**src/rtl/segre_mem_stage_sb.sv**
```systemverilog
// MEM stage with a store buffer, store-to-load forwarding, fence drain and misalignment detection.
// Loads and buffered stores share a valid/gnt/rvalid data-memory port; results feed the MEM/WB register.
module segre_mem_stage_sb #(
   parameter int unsigned WORD_SIZE = 32,
   parameter int unsigned REG_SIZE  = 5,
   parameter int unsigned SB_DEPTH  = 4
) (
   input  logic                      clk_i,
   input  logic                      rsn_i,
   input  logic                      ex_valid_i,
   input  logic [WORD_SIZE-1:0]      alu_res_i,
   input  logic [WORD_SIZE-1:0]      rf_st_data_i,
   input  logic [1:0]                memop_type_i,
   input  logic                      memop_sign_ext_i,
   input  logic                      memop_rd_i,
   input  logic                      memop_wr_i,
   input  logic                      fence_i,
   input  logic                      rf_we_i,
   input  logic [REG_SIZE-1:0]       rf_waddr_i,
   input  logic                      tkbr_i,
   input  logic [WORD_SIZE-1:0]      new_pc_i,
   output logic                      stall_o,
   output logic                      mem_req_o,
   output logic                      mem_we_o,
   output logic [WORD_SIZE-1:0]      mem_addr_o,
   output logic [WORD_SIZE-1:0]      mem_wdata_o,
   output logic [WORD_SIZE/8-1:0]    mem_be_o,
   input  logic                      mem_gnt_i,
   input  logic                      mem_rvalid_i,
   input  logic [WORD_SIZE-1:0]      mem_rdata_i,
   output logic                      wb_valid_o,
   output logic [WORD_SIZE-1:0]      op_res_o,
   output logic                      rf_we_o,
   output logic [REG_SIZE-1:0]       rf_waddr_o,
   output logic                      tkbr_o,
   output logic [WORD_SIZE-1:0]      new_pc_o,
   output logic                      misaligned_o,
   output logic                      sb_empty_o
);

   localparam int unsigned BYTES = WORD_SIZE / 8;
   localparam int unsigned OFF_W = $clog2(BYTES);
   localparam int unsigned WA_W  = WORD_SIZE - OFF_W;
   localparam int unsigned PTR_W = $clog2(SB_DEPTH);
   localparam int unsigned CNT_W = PTR_W + 1;

   localparam logic [1:0] IDLE    = 2'd0;
   localparam logic [1:0] LD_REQ  = 2'd1;
   localparam logic [1:0] LD_WAIT = 2'd2;
   localparam logic [1:0] DRAIN   = 2'd3;

   localparam logic [1:0] MEMOP_BYTE = 2'd0;
   localparam logic [1:0] MEMOP_HALF = 2'd1;

   logic [1:0]           state_q, state_d;
   logic [WA_W-1:0]      sb_addr_q [SB_DEPTH];
   logic [WORD_SIZE-1:0] sb_data_q [SB_DEPTH];
   logic [BYTES-1:0]     sb_be_q   [SB_DEPTH];
   logic [PTR_W-1:0]     sb_head_q, sb_tail_q;
   logic [CNT_W-1:0]     sb_cnt_q, sb_cnt_d;

   logic [OFF_W-1:0]     off;
   logic [WA_W-1:0]      word_addr;
   logic [OFF_W+2:0]     shamt;
   logic [BYTES-1:0]     need_be, st_be;
   logic                 misal, is_ld, is_st, is_fence;
   logic                 sb_full, fwd_hit, fwd_cover, ld_fwd, ld_mem, ld_done;
   logic [PTR_W-1:0]     fwd_idx;
   logic                 req, we, deq, enq, stall, retire;
   logic [WORD_SIZE-1:0] addr, wdata;
   logic [BYTES-1:0]     be;
   logic [WORD_SIZE-1:0] ld_raw, ld_sh, ld_ext, res;

   assign off       = alu_res_i[OFF_W-1:0];
   assign word_addr = alu_res_i[WORD_SIZE-1:OFF_W];
   assign shamt     = {off, 3'b000};
   assign sb_full   = (sb_cnt_q == CNT_W'(SB_DEPTH));

   always_comb begin
      misal = 1'b0;
      if (ex_valid_i && (memop_rd_i || memop_wr_i)) begin
         if (memop_type_i == MEMOP_HALF) misal = off[0];
         else if (memop_type_i != MEMOP_BYTE) misal = (off != '0);
      end
   end

   assign is_ld    = ex_valid_i && memop_rd_i && !misal;
   assign is_st    = ex_valid_i && memop_wr_i && !memop_rd_i && !misal;
   assign is_fence = ex_valid_i && fence_i;

   always_comb begin
      case (memop_type_i)
         MEMOP_BYTE: need_be = BYTES'(1) << off;
         MEMOP_HALF: need_be = BYTES'(3) << off;
         default:    need_be = '1;
      endcase
   end
   assign st_be = need_be;

   // Scan oldest to youngest so the last hit is the youngest matching entry.
   always_comb begin
      fwd_hit = 1'b0;
      fwd_idx = '0;
      for (int unsigned k = 0; k < SB_DEPTH; k++) begin
         if ((CNT_W'(k) < sb_cnt_q) && (sb_addr_q[sb_head_q + PTR_W'(k)] == word_addr)) begin
            fwd_hit = 1'b1;
            fwd_idx = sb_head_q + PTR_W'(k);
         end
      end
   end

   assign fwd_cover = ((sb_be_q[fwd_idx] & need_be) == need_be);
   assign ld_fwd    = is_ld && fwd_hit && fwd_cover;
   assign ld_mem    = is_ld && !fwd_hit;

   always_comb begin
      state_d = state_q;
      req     = 1'b0;
      we      = 1'b0;
      addr    = '0;
      wdata   = '0;
      be      = '0;
      deq     = 1'b0;
      ld_done = 1'b0;
      case (state_q)
         IDLE: begin
            if (ld_mem) begin
               req     = 1'b1;
               addr    = {word_addr, {OFF_W{1'b0}}};
               be      = need_be;
               state_d = mem_gnt_i ? LD_WAIT : LD_REQ;
            end else if (sb_cnt_q != '0) begin
               req   = 1'b1;
               we    = 1'b1;
               addr  = {sb_addr_q[sb_head_q], {OFF_W{1'b0}}};
               wdata = sb_data_q[sb_head_q];
               be    = sb_be_q[sb_head_q];
               if (mem_gnt_i) deq = 1'b1;
               else           state_d = DRAIN;
            end
         end
         LD_REQ: begin
            req  = 1'b1;
            addr = {word_addr, {OFF_W{1'b0}}};
            be   = need_be;
            if (mem_gnt_i) state_d = LD_WAIT;
         end
         LD_WAIT: begin
            if (mem_rvalid_i) begin
               ld_done = 1'b1;
               state_d = IDLE;
            end
         end
         default: begin
            req   = 1'b1;
            we    = 1'b1;
            addr  = {sb_addr_q[sb_head_q], {OFF_W{1'b0}}};
            wdata = sb_data_q[sb_head_q];
            be    = sb_be_q[sb_head_q];
            if (mem_gnt_i) begin
               deq     = 1'b1;
               state_d = IDLE;
            end
         end
      endcase
   end

   always_comb begin
      stall = 1'b0;
      if (misal)         stall = 1'b0;
      else if (is_fence) stall = !((sb_cnt_q == '0) && (state_q == IDLE) && !req);
      else if (is_st)    stall = sb_full;
      else if (is_ld)    stall = !(ld_fwd || ld_done);
   end

   assign retire = ex_valid_i && !stall;
   assign enq    = retire && is_st;

   always_comb begin
      case ({enq, deq})
         2'b10:   sb_cnt_d = sb_cnt_q + CNT_W'(1);
         2'b01:   sb_cnt_d = sb_cnt_q - CNT_W'(1);
         default: sb_cnt_d = sb_cnt_q;
      endcase
   end

   assign ld_raw = ld_done ? mem_rdata_i : sb_data_q[fwd_idx];
   assign ld_sh  = ld_raw >> shamt;

   always_comb begin
      case (memop_type_i)
         MEMOP_BYTE: ld_ext = {{(WORD_SIZE-8){memop_sign_ext_i & ld_sh[7]}}, ld_sh[7:0]};
         MEMOP_HALF: ld_ext = {{(WORD_SIZE-16){memop_sign_ext_i & ld_sh[15]}}, ld_sh[15:0]};
         default:    ld_ext = ld_sh;
      endcase
   end
   assign res = is_ld ? ld_ext : alu_res_i;

   always_ff @(posedge clk_i or negedge rsn_i) begin
      if (!rsn_i) begin
         state_q   <= IDLE;
         sb_head_q <= '0;
         sb_tail_q <= '0;
         sb_cnt_q  <= '0;
         for (int i = 0; i < SB_DEPTH; i++) begin
            sb_addr_q[i] <= '0;
            sb_data_q[i] <= '0;
            sb_be_q[i]   <= '0;
         end
      end else begin
         state_q  <= state_d;
         sb_cnt_q <= sb_cnt_d;
         if (deq) sb_head_q <= sb_head_q + PTR_W'(1);
         if (enq) begin
            sb_addr_q[sb_tail_q] <= word_addr;
            sb_data_q[sb_tail_q] <= rf_st_data_i << shamt;
            sb_be_q[sb_tail_q]   <= st_be;
            sb_tail_q            <= sb_tail_q + PTR_W'(1);
         end
      end
   end

   always_ff @(posedge clk_i or negedge rsn_i) begin
      if (!rsn_i) begin
         wb_valid_o   <= 1'b0;
         op_res_o     <= '0;
         rf_we_o      <= 1'b0;
         rf_waddr_o   <= '0;
         tkbr_o       <= 1'b0;
         new_pc_o     <= '0;
         misaligned_o <= 1'b0;
      end else begin
         wb_valid_o <= retire;
         if (retire) begin
            op_res_o     <= res;
            rf_we_o      <= rf_we_i && !misal;
            rf_waddr_o   <= rf_waddr_i;
            tkbr_o       <= tkbr_i;
            new_pc_o     <= new_pc_i;
            misaligned_o <= misal;
         end
      end
   end

   // Keep the memory port and stall quiet while reset is asserted, even with a load presented.
   assign stall_o     = rsn_i & stall;
   assign mem_req_o   = rsn_i & req;
   assign mem_we_o    = rsn_i & we;
   assign mem_addr_o  = rsn_i ? addr : '0;
   assign mem_wdata_o = rsn_i ? wdata : '0;
   assign mem_be_o    = rsn_i ? be : '0;
   assign sb_empty_o  = (sb_cnt_q == '0);

endmodule

```
**config.mk**
```make
export PLATFORM = sky130hd
export DESIGN_NAME = segre_mem_stage_sb
export DESIGN_NICKNAME = d
export VERILOG_FILES = /design/src/rtl/segre_mem_stage_sb.sv
export SDC_FILE = /design/constraint.sdc
export NUM_CORES = 1
export LEC_CHECK = 0
export ABC_CLOCK_PERIOD_IN_PS = 11970
export BUFFER_PORTS_ARGS = -buffer_cell sky130_fd_sc_hd__buf_2
export CORE_MARGIN = 5
export CORE_UTILIZATION = 35
export DETAILED_ROUTE_END_ITERATION = 7
export PLACE_DENSITY_LB_ADDON = 0.08
export SYNTH_ARGS = -nofsm -noshare
export SYNTH_HDL_FRONTEND = slang
export SYNTH_SLANG_ARGS = --single-unit
```
**constraint.sdc**
```tcl
create_clock -name clk_i -period 11.97 [get_ports clk_i]
set_input_delay 2.394 -clock clk_i [delete_from_list [all_inputs] [get_ports clk_i]]
set_output_delay 2.394 -clock clk_i [all_outputs]
set_load 0.05 [all_outputs]
```
== Word level (Yosys, flattened, before mapping) ==
Index checks and enable logic that the tools add are counted.

* Bitwise operators: 12
* Equal/unequal tests: 15
* $lt $le $gt $ge: 11
* Shift operators: 4
* $add $sub $neg: 6
* Reduce and logical (&&, ||, !) cells: 39
* Multiplexer cells: 84

{| class="wikitable"
|+ Operator list
! cell !! count
|-
| 2-to-1 mux 32 bit || 13
|-
| 2-to-1 mux 30 bit || 9
|-
| binary-select mux 30 bit (select 2 bit) || 4
|-
| binary-select mux 32 bit (select 2 bit) || 2
|-
| bitwise mux 128 bit || 1
|-
| one-hot mux 32 bit (2 select lines) || 2
|-
| bitwise mux 120 bit || 1
|-
| equality test 30 bit || 4
|-
| one-hot mux 32 bit (3 select lines) || 1
|-
| demux 32 bit (select 2 bit) || 1
|-
| demux 30 bit (select 2 bit) || 1
|-
| 2-to-1 mux 4 bit || 8
|-
| << shifter 32 x 5 -> 32 bit || 1
|-
| >> shifter 32 x 5 -> 32 bit || 1
|-
| 2-to-1 mux 2 bit || 11
|-
| logical AND 1 bit || 20
|-
| 2-to-1 mux 1 bit || 19
|-
| greater-or-equal comparator 3 bit, second input constant || 6
|-
| NOT 2 -> 3 bit || 6
|-
| binary-select mux 4 bit (select 2 bit) || 2
|-
| bitwise mux 16 bit || 1
|-
| one-hot mux 4 bit (3 select lines) || 1
|-
| demux 4 bit (select 2 bit) || 1
|-
| one-hot mux 4 bit (2 select lines) || 1
|-
| 28 further kinds || 54
|}

* Word-level logic and storage cells: 194
* Output and inout port bits: 145
* Register bits: 346
* Input port bits: 146

== Depth between registers and ports, before layout ==
Gate-level depths: netlist (run 1).

* Word-level depth: 28
* Depth in mapped cells: 27
* Gate-level depth less buffers: 20

== Worst setup path before layout (run 1) ==
OpenSTA, ideal clock, no wires.

* Path kind: input-to-output
* Start point: in alu_res_i[9]
* End point: out stall_o
* Path slack: 3.142 ns
* Path buffers: 2
* Stages: 14
* Data arrival time: 6.434 ns
* Required time: 9.576 ns
* Cells stage by stage: buf_1 clkbuf_1 o22ai_1 nor4_1 nor2_1 nor4_2 a21boi_4 a22o_4 a21oi_2 or4b_1 nand2_1 a2111o_1 nand3_1 a211oi_1

* Cells in the longest elaborated chain, start to end: 20
* Elaborated cells between the ends (all ways): 38

{| class="wikitable"
|+ RTL lines
! what !! line !! RTL
|-
| start, declared || 11 || <nowiki>input logic [WORD_SIZE-1:0] alu_res_i,</nowiki>
|-
| equality test 30 bit || 105 || <nowiki>if ((CNT_W'(k) < sb_cnt_q) && (sb_addr_q[sb_head_q + PTR_W'(k)] == word_addr)) begin</nowiki>
|-
| logical AND 1 bit || 105 ||
|-
| 2-to-1 mux 2 bit (4 in a row) || 105 ||
|-
| NOT 2 -> 3 bit (not written as such) || 112 || <nowiki>assign fwd_cover = ((sb_be_q[fwd_idx] & need_be) == need_be);</nowiki>
|-
| binary-select mux 4 bit (select 2 bit) || 112 ||
|-
| 2-to-1 mux 4 bit (not written as such) (2 in a row) || 112 ||
|-
| AND 4 bit || 112 ||
|-
| equality test 4 bit || 112 ||
|-
| logical AND 1 bit || 113 || <nowiki>assign ld_fwd = is_ld && fwd_hit && fwd_cover;</nowiki>
|-
| logical OR 1 bit || 173 || <nowiki>else if (is_ld) stall = !(ld_fwd || ld_done);</nowiki>
|-
| logical NOT 1 bit || 173 ||
|-
| 2-to-1 mux 1 bit || 173 ||
|-
| 2-to-1 mux 1 bit || 172 || <nowiki>else if (is_st) stall = sb_full;</nowiki>
|-
| 2-to-1 mux 1 bit * || 171 || <nowiki>else if (is_fence) stall = !((sb_cnt_q == '0) && (state_q == IDLE) && !req);</nowiki>
|-
| 2-to-1 mux 1 bit * || 170 || <nowiki>if (misal) stall = 1'b0;</nowiki>
|-
| AND 1 bit * || 246 || <nowiki>assign stall_o = rsn_i & stall;</nowiki>
|-
| end, declared || 22 || <nowiki>output logic stall_o,</nowiki>
|}

Every way passes the cells marked *; elsewhere a longest branch is shown, timed or not. The select of a mux whose other input is x is not followed.

== Final worst setup path (run 1) ==
* Start point: reg sb_head_q[0]
* End point: out stall_o

* Cells in the longest elaborated chain, start to end: 24
* Elaborated cells between the ends (all ways): 57

{| class="wikitable"
|+ RTL lines
! what !! line !! RTL
|-
| start, declared || 59 || <nowiki>logic [PTR_W-1:0] sb_head_q, sb_tail_q;</nowiki>
|-
| start signal, assigned || 213 || <nowiki>if (deq) sb_head_q <= sb_head_q + PTR_W'(1);</nowiki>
|-
| adder 2 x 1 -> 2 bit or NOT 2 -> 3 bit (tied branches) || 105, 107 ||
|-
| NOT 2 -> 3 bit (not written as such) or binary-select mux 30 bit (select 2 bit) (tied branches) || 105 ||
|-
| binary-select mux 30 bit (select 2 bit) or 2-to-1 mux 30 bit (tied branches) || 105 ||
|-
| 2-to-1 mux 30 bit (not written as such) || 105 ||
|-
| 2-to-1 mux 30 bit (not written as such) or equality test 30 bit (tied branches) || 105 ||
|-
| equality test 30 bit or logical AND 1 bit (tied branches) || 105 ||
|-
| logical AND 1 bit or 2-to-1 mux 2 bit (tied branches) || 105 ||
|-
| 2-to-1 mux 2 bit (3 in a row) || 105 ||
|-
| (+6 left out) || n/a ||
|-
| logical AND 1 bit || 113 ||
|-
| logical OR 1 bit || 173 ||
|-
| logical NOT 1 bit || 173 ||
|-
| 2-to-1 mux 1 bit || 173 ||
|-
| 2-to-1 mux 1 bit || 172 ||
|-
| 2-to-1 mux 1 bit * || 171 ||
|-
| 2-to-1 mux 1 bit * || 170 ||
|-
| AND 1 bit * || 246 ||
|}

Marked as above.

==> flow_summary.ini, run 1 <==
[clock_network]
cts.sinks = 346
cts-root-buf = clkbuf_16
clk_pin_slew_ps = 60
cts_resized = 0
cts_tree = yes
postCtsHoldBufs = 0
post_cts_buffers = 0
clk_latency_ps = 630
numCtsBuffers = 47
htreeDepth = 2
clock_path_buffers = 3

[synth]
yosysTopAreaCellShare_pct = 33.4
ys_ff_latch = 346
async_reset_ff_share_pct = 100
syn_avg_cell_area_um2 = 10.6
synth-warning-count = 0
synth_top_cell_by_area = dfrtp_1
synth_edf_count = 0
ys_seq_area_share_pct = 33.4
synth_cell_types = 99
synth_commonest_cells = dfrtp_1, mux2_2, nand2_1, nor2_1, mux2i_1
yosys-top-cells-area = dfrtp_1, mux2_2, mux4_2
yosysMostFrequentCell = dfrtp_1
synth.cell_area_mm2 = 0.0259
ys.flop_type = dfrtp_1
synthCells = 2437

[pwr]
p_clk_share_pct = 23.5
p_total_mw = 6.34
power_density_mw_per_mm2 = 216
peakVddDrop_v = 0.000224
power_frac_seq_pct = 27.2
comb_power_share_pct = 49.3
p_int_mw = 3.49
swShare_pct = 44.9
p_leak_nw = 12.5
switching_power_mw = 2.84

[routing]
drt_first_pass_iters = 6
viasPerCell = 6.18
first_iter_violations = 2274
vias = 22200
antenna_left = 0
wl_per_cell_um = 30.3
drc_errors = 0
drt-total-wl_um = 109000

[die]
core_area_mm2 = 0.0732
io_pins = 291
row_count = 99
die_width_um = 282
initial_core_util_pct = 35.4
die_h_um = 282
die_area_mm2 = 0.0797

[timing]
fmax_mhz = 102
slew_viol_final = 0
setup_viol = 0
fin_crit_sh_pct = 81.8
fin_skew_ps = 53.8
relSlewSlack_pct = 12.0
fin_setup_tns_ps = 0
hold_ws_ps = 491
finalHoldViolations = 0
worst_pin_slew_ps = 1320
period_needed_ps = 9790
rsz0062_at_grt = no

[worst_setup_path]
start_kind = flop
end_kind = primary output
cp_max_fo = 51
path_class = flop to primary output
worstPathRequired_ps = 9580
critPathArrivalTime_ps = 7390

[cells_and_area]
seq_area_mm2 = 0.00867
design_area_mm2 = 0.0294
multiInputGateArea_mm2 = 0.0158
drive_gt1_share_pct = 33.7
finalNetCount = 2753
area_growth_pct = 13.2
finalNonFillerCells = 3591
fillers = 7173

[worst_hold_path]
hp-class = flop to flop

[global_route]
grt.total_usage_pct = 26.5
grt_pass1_wl_um = 158000
grt_max_degree = 155
overflow = 0
grt_pass1_vias = 21900
antenna_found_initial = 3

[status]
outcome = completed

[place]
io_buffers = 288
post_dp_cell_area_mm2 = 0.0277
placed_cells = 3504
hpwlAfterDp_um = 78000
gp_congestion = 1.00

[run]
drv_cap = 0
[metal layers]
metal	routed length [um]	share of wire (%)	track usage (%)
met5	25	0.023	0
met4	2330	2.1	5.86
met3	8410	7.7	4.83
met2	48100	44	40.0
met1	50000	46	39.7
[placed cells by master (no fill, tap or decap), types with 13 or more instances in the layout]
master / instances
o221ai_1: 34
nand4_1: 29
and3_1: 44
a221oi_1: 25
nor4_1: 15
buf_4: 42
o211ai_1: 21
mux2i_1: 132
nor2_1: 138
buf_2: 287
inv_1: 50
nand3_1: 41
nor2b_1: 15
a31oi_1: 25
a22oi_1: 34
o21ai_0: 72
a21oi_1: 73
mux4_2: 95
o31ai_1: 14
o21a_1: 16
and2_1: 20
mux2_2: 205
a32oi_1: 18
dfrtp_1: 344
a211oi_1: 58
nand2_1: 154
clkbuf_16: 47
nor3_1: 43
xor2_1: 20
o221a_2: 14
ha_1: 13
xnor2_1: 95
mux2_4: 121
a21o_1: 19
o22ai_1: 25
[path summary, 6_finish.rpt]
check / endpoint / slack (ps) / depth (start not counted) / from
worst max-delay path: stall_o / 2180 / 16 / sb_head_q[0]
worst min-delay path: rf_we_o / 490 / 2 / rf_we_o
worst max register to register: sb_data_q[72] / 3080 / 19 / sb_head_q[0]
worst min register to register: rf_we_o / 490 / 2 / rf_we_o
max in group asynchronous: sb_head_q[0] / 8620 / 2 / rsn_i
min in group asynchronous: sb_data_q[10] / 1830 / 1 / rsn_i
[kinds of logic after synthesis]
logic type                 after synthesis  synth area share, %
DFF                                    346                 33.4
and+or+nand+nor                        576                 11.2
other                                    1               0.0145
buffers and inverters                  281                 5.85
adders and majority gates               13                0.627
xor gates and xnor gates               117                 4.01
AOI/OAI and AO/OA                      549                 15.6
muxes                                  554                 29.3
[layout make-up]
type,instances,share of cell area [%]
multi-input cells,1811,53.9
flip-flops and latches,346,29.5
repair buffers,333,6.22
clock buffers,66,4.62
well taps,959,4.08
clock inverters,19,0.971
inverters,55,0.703
diodes,2,0.0170
[state kept, by name, summed over array words and instances (netlist names)]
name and count:
new_pc_o 32, state_q 2, sb_head_q 2, sb_cnt_q 3, op_res_o 32, misaligned_o 1
rf_waddr_o 5, rf_we_o 1, sb_tail_q 2, sb_be_q 16, tkbr_o 1, wb_valid_o 1
sb_addr_q 120, sb_data_q 128
[per-stage QoR]
step	util (%)	worst slack, ps
after floorplan	-	3140
after global placement	37.9	2300
after detailed placement	37.9	2340
after CTS	40.1	2310
after global routing	40.1	1910
final	40.1	2180
[power groups by stage]
stage	Sequential (mW)	Combinational (mW)	Clock [mW]
after floorplan	1.76	2.13	0
after global placement	1.72	3.08	0
after detailed placement	1.73	3.08	0
after CTS	1.72	3.09	1.52
after global routing	1.76	3.29	1.57
final	1.73	3.12	1.49
[critical path: stages (launching register included)]
cell	delay, ps
dfrtp_4	790
buf_4	750
mux2i_1	610
o221ai_1	190
o41a_1	490
nor3_1	250
o2111ai_2	220
buf_4	260
and3_1	210
nor2_1	860
o22ai_1	240
or4b_1	510
nand2_1	80
a2111o_1	230
nand3_1	110
a211oi_1	520
buf_2	370
No activity file was read; power rests on OpenSTA's default activity.
==> run 2: changes to the inputs <==
- ABC_AREA: not set -> 1
- ABC_CLOCK_PERIOD_IN_PS: 11970 -> 9250
- clock period: 11.97 -> 9.25 ns (I/O delays scaled with it)
==> run 2 against run 1 <==
  * Hold slack worse by 21 ps
  * Cell area up 0.86%
  * Total power up 58%
  * Largest cell class unchanged
  * Highest routed layer unchanged
==> flow_summary.ini, run 2 <==
[pwr]
p_leak_nw = 15.5
power_density_mw_per_mm2 = 339
p_total_mw = 10.0
peakVddDrop_v = 0.000235

[cells_and_area]
final_common_cell = nand2_1
finalNetCount = 4452
final_util_pct = 40.7
area_growth_pct = 15.5
layout_common_cells = nand2_1, nand3_1, dfrtp_1
largest_reg_flops = 128
drive_gt1_share_pct = 10.6
top_regs = sb_data_q: 128 flops, sb_addr_q: 120 flops
largest-register = sb_data_q

[timing]
setup_viol = 0
fin_skew_ps = 42.6
hold_ws_ps = 471
fmax_mhz = 122
period_needed_ps = 8180
rsz0062_at_grt = no
slew_viol_final = 0
worst_pin_slew_ps = 1060
relSlewSlack_pct = 29.0
finalHoldViolations = 0
fin_setup_tns_ps = 0
fin_crit_sh_pct = 88.5

[clock_network]
numCtsBuffers = 45
postCtsHoldBufs = 0
cts.sinks = 346
post_cts_buffers = 0
cts_tree = yes
clock_path_buffers = 3
cts_resized = 0
cts-root-buf = clkbuf_16
clk_pin_slew_ps = 60
clk_latency_ps = 620
htreeDepth = 2

[synth]
yosysMostFrequentCell = nand2_1
synth_top_cell_by_area = dfrtp_1
synth_edf_count = 0
synth_commonest_cells = nand2_1, nand3_1, dfrtp_1, nand4_1, nor2_1
ys_seq_area_share_pct = 33.7
yosys-top-cells-area = dfrtp_1, nand2_1, nand3_1
syn_avg_cell_area_um2 = 6.11
synth_cell_types = 38
async_reset_ff_share_pct = 100
synth-warning-count = 0
synthCells = 4199
ys_ff_latch = 346
ys.flop_type = dfrtp_1
synth.cell_area_mm2 = 0.0257
yosysTopAreaCellShare_pct = 33.7

[die]
initial_core_util_pct = 35.2
row_count = 99
io_pins = 291
die_area_mm2 = 0.0788
die_width_um = 281
core_area_mm2 = 0.0728
die_h_um = 281

[global_route]
grt_pass1_wl_um = 192000
antenna_found_initial = 9
overflow = 0
grt_pass1_vias = 28200
grt_max_degree = 129
grt.total_usage_pct = 32.1

[place]
hpwlAfterDp_um = 93900
io_buffers = 288
gp_congestion = 1.06

[routing]
viasPerCell = 5.68
antenna_left = 0
drt_first_pass_iters = 6
vias = 30000
first_iter_violations = 3230
wl_per_cell_um = 24.9
drt-total-wl_um = 132000
drc_errors = 0

[worst_setup_path]
crit_buf_inv = 7
end_kind = primary output
cp_common_cell = nand2_1
cp_slowest_stage_delay_ps = 640
critPathArrivalTime_ps = 6330
critPathTopFamily = simple AND/OR/NAND/NOR gates
cp_max_fo = 40
start_kind = flop
worstPathRequired_ps = 7400
path_class = flop to primary output
cpMaxStageDelayCell = dfrtp_4

[status]
outcome = completed

[worst_hold_path]
hp-class = flop to flop

[run]
drv_cap = 0
[run 2: worst reg2reg max path, cell delays in order, from the launching register on]
cell	delay (ps)
dfrtp_4	640
inv_4	420
nand2_1	160
nand2_2	510
buf_4	300
nand2_1	90
nand2_1	210
nand2_1	80
nand2_1	70
nand3_1	140
nor2_1	170
nand2_1	90
nor2_1	120
nand3_1	220
nand2_1	160
nand2_1	160
nand2_2	500
buf_4	610
nand2_1	120
nand3_1	120
nand3_1	280
nand3_1	180
nand2_1	80
inv_1	80
nand3_1	470
inv_1	370
nor2_1	140
o21ai_1	150
[run 2: cell type report]
class,instances,area (um^2)
fillers,7945,43200
multi-input cells,3338,14900
inverters,198,753
flip-flops and latches,346,8660
well taps,959,1200
clock buffers,62,1270
clock inverters,17,204
diodes,6,15.0
repair buffers,364,2570
[run 2: power breakdown]
part / switching [mW] / internal (mW)
clock: 0.754 / 1.05
sequential: 0.418 / 1.94
combinational: 4.27 / 1.60
total: 5.45 / 4.59
[run 2: stage by stage]
stage	std cells	cell area (um^2)	setup WS [ps]
after CTS	5284	29600	1210
after floorplan	4200	25700	2400
after global placement	5205	28100	1520
final	5290	29600	1070
after detailed placement	5205	28100	1490
after global routing	5284	29600	605
[run 2: cell families after synthesis]
logic type               Yosys count  synth area share (%)
other                              1                0.0146
adder cells (fa/ha/maj)           13                 0.634
buffers and inverters            516                  8.29
AO/OA/AOI/OAI                    322                  7.74
AND/OR/NAND/NOR                 2993                  49.3
flip-flops                       346                  33.7
XOR/XNOR                           8                 0.273
[run 2: path summary, 6_finish.rpt]
check,startpoint,endpoint,slack (ps),depth (start not counted)
worst max-delay path,sb_head_q[0],stall_o,1070,30
min in group asynchronous,rsn_i,sb_addr_q[47],1190,1
worst min-delay path,new_pc_o[2],new_pc_o[2],470,2
worst min register to register,new_pc_o[2],new_pc_o[2],470,2
max in group asynchronous,rsn_i,sb_data_q[33],5360,4
worst max register to register,sb_head_q[0],op_res_o[11],2520,27
[run 2: metal layers]
metal | wire [um] | part of all wire (%) | GRT usage [%]
met5 | 37 | 0.028 | 0
met4 | 8080 | 6.1 | 16.5
met3 | 7940 | 6.0 | 3.92
met2 | 62500 | 47 | 53.6
met1 | 53100 | 40 | 41.0
